## src/rtl/crc_tx_sequencer.sv

```systemverilog
// Sequences an external serial CAN CRC-15 engine over one latched frame, then
// serialises the captured checksum MSB-first over a valid/ready handshake.
module crc_tx_sequencer #(
  parameter int MAX_LEN = 96,
  parameter int LEN_W   = 7,
  parameter int CRC_W   = 15
) (
  input  logic               clk,
  input  logic               rst,
  input  logic               start,
  input  logic [MAX_LEN-1:0] frame,
  input  logic [LEN_W-1:0]   len,
  input  logic               abort,
  output logic               crc_clr,
  output logic               crc_en,
  output logic               crc_din,
  input  logic [CRC_W-1:0]   crc_val,
  output logic               tx_bit,
  output logic               tx_valid,
  input  logic               tx_ready,
  output logic [CRC_W-1:0]   crc_out,
  output logic               busy,
  output logic               done
);

  localparam int IDX_W = $clog2(CRC_W);

  typedef enum logic [2:0] {IDLE, CLEAR, FEED, CAPTURE, SHIFT, DONE} state_t;

  state_t             state_reg, state_next;
  logic [MAX_LEN-1:0] frame_reg;
  logic [LEN_W-1:0]   len_reg;
  logic [LEN_W-1:0]   cnt_reg, cnt_next;
  logic [IDX_W-1:0]   idx_reg, idx_next;
  logic [CRC_W-1:0]   crc_reg;
  logic [LEN_W-1:0]   len_clamped;
  logic [LEN_W-1:0]   cnt_minus;
  logic               accept;

  assign len_clamped = (len > LEN_W'(MAX_LEN)) ? LEN_W'(MAX_LEN) : len;
  assign cnt_minus   = cnt_reg - 1'b1;
  assign accept      = (state_reg == IDLE) && start && !abort;
  assign crc_out     = crc_reg;
  assign busy        = (state_reg != IDLE);

  always_ff @(posedge clk or posedge rst) begin
    if (rst) begin
      state_reg <= IDLE;
      frame_reg <= '0;
      len_reg   <= '0;
      cnt_reg   <= '0;
      idx_reg   <= '0;
      crc_reg   <= '0;
    end else begin
      state_reg <= state_next;
      cnt_reg   <= cnt_next;
      idx_reg   <= idx_next;
      if (accept) begin
        frame_reg <= frame;
        len_reg   <= len_clamped;
      end
      // An abort landing on the capture cycle leaves the previous checksum intact.
      if (state_reg == CAPTURE && !abort)
        crc_reg <= crc_val;
    end
  end

  always_comb begin
    state_next = state_reg;
    cnt_next   = cnt_reg;
    idx_next   = idx_reg;
    crc_clr    = 1'b0;
    crc_en     = 1'b0;
    crc_din    = 1'b0;
    tx_bit     = 1'b0;
    tx_valid   = 1'b0;
    done       = 1'b0;
    case (state_reg)
      IDLE: begin
        if (accept) state_next = CLEAR;
      end
      CLEAR: begin
        crc_clr = 1'b1;
        if (len_reg == '0) begin
          state_next = CAPTURE;
        end else begin
          cnt_next   = len_reg;
          state_next = FEED;
        end
      end
      FEED: begin
        crc_en   = 1'b1;
        crc_din  = frame_reg[cnt_minus];
        cnt_next = cnt_minus;
        if (cnt_reg == LEN_W'(1)) state_next = CAPTURE;
      end
      CAPTURE: begin
        idx_next   = IDX_W'(CRC_W - 1);
        state_next = SHIFT;
      end
      SHIFT: begin
        tx_valid = 1'b1;
        tx_bit   = crc_reg[idx_reg];
        if (tx_ready) begin
          if (idx_reg == '0) state_next = DONE;
          else               idx_next   = idx_reg - 1'b1;
        end
      end
      DONE: begin
        done       = 1'b1;
        state_next = IDLE;
      end
      default: state_next = IDLE;
    endcase
    if (abort && state_reg != IDLE) state_next = IDLE;
  end

endmodule

```

## config.mk

```make
export PLATFORM = sky130hd
export DESIGN_NAME = crc_tx_sequencer
export DESIGN_NICKNAME = d
export VERILOG_FILES = /design/src/rtl/crc_tx_sequencer.sv
export SDC_FILE = /design/constraint.sdc
export NUM_CORES = 1
export LEC_CHECK = 0
export ABC_AREA = 1
export CELL_PAD_IN_SITES_DETAIL_PLACEMENT = 0
export CELL_PAD_IN_SITES_GLOBAL_PLACEMENT = 1
export CORE_AREA = 2 2 129 144
export CTS_CLUSTER_DIAMETER = 100
export CTS_CLUSTER_SIZE = 16
export DETAILED_ROUTE_END_ITERATION = 16
export DIE_AREA = 0 0 131 146
export GPL_ROUTABILITY_DRIVEN = 0
export HOLD_SLACK_MARGIN = 0.12
export PLACE_DENSITY = 0.87
export SYNTH_ARGS = -nofsm -noshare
export SYNTH_HDL_FRONTEND = slang
export SYNTH_SLANG_ARGS = --single-unit
```

## constraint.sdc

```tcl
create_clock -name clk -period 5.32 [get_ports clk]
set_clock_uncertainty 0.05 [all_clocks]
set_input_delay 0.798 -clock clk [delete_from_list [all_inputs] [get_ports clk]]
set_output_delay 0.798 -clock clk [all_outputs]
set_load 0.02 [all_outputs]
```

# Word-level counts from Yosys, hierarchy flattened

Cells that the tools add are included.

$add $sub $neg: 2
Order comparisons: 3
Equal/unequal tests: 13
Mux-type cells: 23
Reductions and logical operators: 14

Operator list:

| operator              | number |
|---|---|
| $mux W3               | 5 |
| $pmux W3 S5           | 1 |
| $mux W7               | 2 |
| $pmux W7 S2           | 1 |
| $mux W1               | 9 |
| $ne A3 B3 Y1 const B  | 3 |
| $lt A7 B8 Y1 const B  | 1 |
| $mux W4               | 2 |
| $pmux W4 S2           | 1 |
| $bmux W1 S7           | 1 |
| $eq A7 B1 Y1 const B  | 1 |
| $gt A7 B7 Y1 const B  | 1 |
| $logic_not A7 Y1      | 1 |
| $sub A7 B1 Y7 const B | 1 |
| $eq A3 B2 Y1 const B  | 2 |
| $eq A3 B3 Y1 const B  | 2 |
| $ne A2 B2 Y1 const B  | 3 |
| $lt A4 B5 Y1 const B  | 1 |
| $bmux W1 S4           | 1 |
| $logic_and A1 B1 Y1   | 4 |
| $logic_not A4 Y1      | 1 |
| $reduce_and A4 Y1     | 1 |
| $reduce_bool A2 Y1    | 2 |
| $sub A4 B1 Y4 const B | 1 |
| other kinds (7)       | 7 |

Flip-flop bits (word level): 132
Input port bits: 123
Output and inout bits: 22

# Depth between registers and ports, before layout

Depth after elaboration: 6
Mapped depth: 14

# Worst setup path before layout

OpenSTA, ideal clock, no wires.

Path type: register -> output
From: register cnt_reg[0]
To: output crc_din
Arrival time: 1936 ps
Required time: 4472 ps
Slack: 2536 ps
Stages on the path, launching flop included: 15
Path through: dfrtp_1 -> inv_2 -> buf_2 -> ha_1 -> buf_2 -> inv_1 -> buf_2 -> a21oi_1 -> o21ai_0 -> nand3_1 -> nand3_1 -> nand3_1 -> nand3_1 -> nand3_1 -> nand2_1

Cells in the longest elaborated chain, start to end: 4

Ends and longest elaborated chain:

| element                       | line | source |
|---|---|---|
| start: declaration            | 33   | `logic [LEN_W-1:0] cnt_reg, cnt_next;` |
| start signal: assignment      | 56   | `cnt_reg <= cnt_next;` |
| $sub A7 B1 Y7                 | 41   | `assign cnt_minus = cnt_reg - 1'b1;` |
| $bmux W1 S7                   | 93   | `crc_din = frame_reg[cnt_minus];` |
| $mux W1 (implied by the code) | 93   |  |
| $mux W1                       | 78   | `case (state_reg)` |
| end: declaration              | 16   | `output logic crc_din,` |

No other way between the ends. The select of a mux whose other input is x is not followed.

# Worst setup path after layout

From: register cnt_reg[1]
To: output crc_din

Same word-level chain as after synthesis.

==> out/results.ini <==
[detailed_routing]
route.vias.total = 5718
drt_wl_total_um = 16600
via_per_inst = 4.69
ant_nets = 0
wl_per_cell_um = 13.6
drtIter0Drc = 294
drc = 0
drt_pass1_iterations = 4

[timing]
setup_tns_ps = 0
period_share = 0.840
rsz0062_at_grt = false
final-setup-viol-count = 0
maxSlewViolCount = 0
max_slew_margin = 0.319
max_freq_mhz = 224
hold_ws_ps = 419
tightest_slew_ps = 1020
finalHoldViolCount = 0
fin_crit_ps = 4470

[floorplanning]
dieArea_um2 = 19100
rows = 51
core_um2 = 17500
initial_core_util = 0.366
num_io_pins = 145
dieWidth_um = 131
die_h_um = 146

[job]
max_cap_viol_count = 0

[yosys]
yosysUniqueCellTypes = 34
seq_area_frac_synth = 0.514
synthesis.nets = 969
netlist_area_um2 = 6430
yosysTopAreaCell = dfrtp_1
syn_inst = 843
synth.ff_latch_count = 132
synth.area.top_cells = dfrtp_1, nand2_1, nand3_1
synth_top_area_share = 0.514
avgSynthCellArea_um2 = 7.62
yosysWarnings = 0

[worst_setup_path]
endpoint_kind = output port
arrival_ps = 3620
cp.required_ps = 4470
start_kind = flip-flop
worst-path-max-fanout = 31
path_class = reg2out

[clocking]
clock_sinks = 132
clk_latency_ps = 410
cts_buffers = 17
cts_resized = 0
tritoncts = done
cts_setup_buffers = 0
ctsLongestPathBuffers = 2
htree_levels = 4
path_clk_slew_ps = 50
cts_hold_buf = 0
cts_root_buffer = clkbuf_16

[placement]
port_buffers = 144
dpl.cell_count = 1186
dp_hpwl_um = 11800
dpl-instance-area_um2 = 8000

[power]
leakage_nw = 4.21
p_per_area_nw_per_um2 = 595
irDropWorstVdd_mv = 0.363
switching_power_w = 0.00202
swShare = 0.393
share_comb_of_total_power = 0.411
internal_power_w = 0.00312
pwr-share-seq = 0.346
p_clk_frac = 0.243

[run_status]
outcome = finished, final reports clean

[finish]
post-route-util = 0.492
layout-drive-gt1-share = 0.0653
syn2layout_area_growth_pct = 34.4
layout.cells.non_filler = 1218
fillerInstances = 1796
fin_area_um2 = 8630
diodes = 0
num-nets-final = 1093
largest_register_ffs = 96

[global_routing]
grt_pass1_wl_um = 27300
antenna_found_initial = 0
grtUsageTotal = 0.181
grt_pass1_vias = 5636
grt_overflow_total = 0
grt_max_degree = 115

[min_path]
holdCritPathClass = reg2reg

-- final cells by class --
type,instances,area (um^2),area share
multi-input cells,620,2740,0.317
clock inverters,9,149,0.0172
inverters,47,181,0.0210
clock buffers,23,488,0.0565
repair buffers,149,1480,0.171
flip-flops and latches,132,3300,0.383
well taps,238,298,0.0345
-- worst max-delay path: stages (launching register included) --
cell and delay [ps]:
dfrtp_1 360, inv_1 90, ha_1 710, inv_1 610, nand3_1 240, nand3_1 90, nand3_1 110, nand3_1 100
nand3_1 100, nand3_1 60, nand2_1 100, clkdlybuf4s50_1 610
-- power groups by stage --
| stage | clock network (W) | registers [W] | logic (W) |
|---|---|---|---|
| 6_report | 0.00125 | 0.00178 | 0.00211 |
| 5_1_grt | 0.00132 | 0.00183 | 0.00242 |
| 4_1_cts | 0.00127 | 0.00178 | 0.00214 |
| 3_5_place_dp | 0 | 0.00179 | 0.00214 |
| 3_3_place_gp | 0 | 0.00178 | 0.00211 |
| 2_1_floorplan | 0 | 0.00176 | 0.00149 |
-- final timing paths --
kind,start,end,slack (ps),depth (start not counted)
min in group asynchronous,rst,frame_reg[55]$_DFFE_PP0P_,920,2
min,frame_reg[65]$_DFFE_PP0P_,frame_reg[65]$_DFFE_PP0P_,420,2
max,cnt_reg[1]$_DFFE_PP0P_,crc_din,850,11
min reg2reg,frame_reg[65]$_DFFE_PP0P_,frame_reg[65]$_DFFE_PP0P_,420,2
max reg2reg,cnt_reg[1]$_DFFE_PP0P_,cnt_reg[1]$_DFFE_PP0P_,2940,7
max in group asynchronous,rst,frame_reg[71]$_DFFE_PP0P_,3390,3
-- per-layer routing --
metal | track usage | vias to the layer above | share of wire | routed length [um]
met4 | 0.0527 | 0 | 0.015 | 244
li1 | - | 2925 | - | -
met3 | 0.0467 | 16 | 0.045 | 746
met2 | 0.289 | 141 | 0.48 | 7950
met1 | 0.243 | 2636 | 0.46 | 7630
met5 | 0 | - | 0 | 0
-- synth_stat cells --
cell type / count
nor2_4: 1
nand4_1: 2
o21ai_1: 5
mux2_1: 4
nand3_1: 104
nor4_2: 1
nor2_1: 15
ha_1: 3
nand3_2: 1
o21ai_0: 31
o22ai_1: 1
dfrtp_1: 132
o211ai_1: 3
nor3_4: 1
xor2_1: 3
nor3_2: 3
clkbuf_1: 10
or2_0: 1
nand2_1: 401
buf_2: 31
nand2_2: 3
buf_6: 1
o21a_1: 1
a21o_1: 1
nor3_1: 3
inv_2: 12
a21oi_1: 23
a22oi_1: 1
inv_1: 35
buf_1: 2
nor2_2: 2
nor4_1: 1
mux2_2: 3
a31oi_1: 2
-- placed cells by master, fill, tap and decap left out, types with 2 or more instances in the layout --
cell	netlist	routed
bufinv_16	0	4
clkdlybuf4s50_1	0	144
o21ai_1	5	5
nand2_1	401	401
o211ai_1	3	3
nand3_1	104	104
mux2_2	3	3
nor2_2	2	2
dfrtp_1	132	131
mux2_1	4	4
nor2_1	15	15
o21ai_0	31	31
nor3_2	3	3
nand2_2	3	3
clkbuf_8	0	4
clkbuf_16	0	17
inv_2	12	12
a31oi_1	2	2
xor2_1	3	3
clkbuf_1	10	2
buf_4	0	5
clkinv_2	0	4
nor3_1	3	3
a21oi_1	23	23
ha_1	3	3
nand4_1	2	2
inv_1	35	34
-- kinds of logic after synthesis --
kind of cell / after synthesis / share of synthesized area
flip-flops: 132 / 0.514
multiplexers: 7 / 0.0123
buffers and inverters: 91 / 0.0604
XOR/XNOR: 3 / 0.00409
AND/OR/NAND/NOR: 539 / 0.348
AO/OA/AOI/OAI: 68 / 0.0559
adder cells (fa/ha/maj): 3 / 0.00584
-- through the flow --
step,power [W],setup WS [ps]
2_1_floorplan,0.00325,946
3_3_place_gp,0.00389,1320
3_5_place_dp,0.00393,1210
4_1_cts,0.00520,760
5_1_grt,0.00557,529
6_report,0.00514,853
Note: power is estimated with default switching activity, not from simulation.
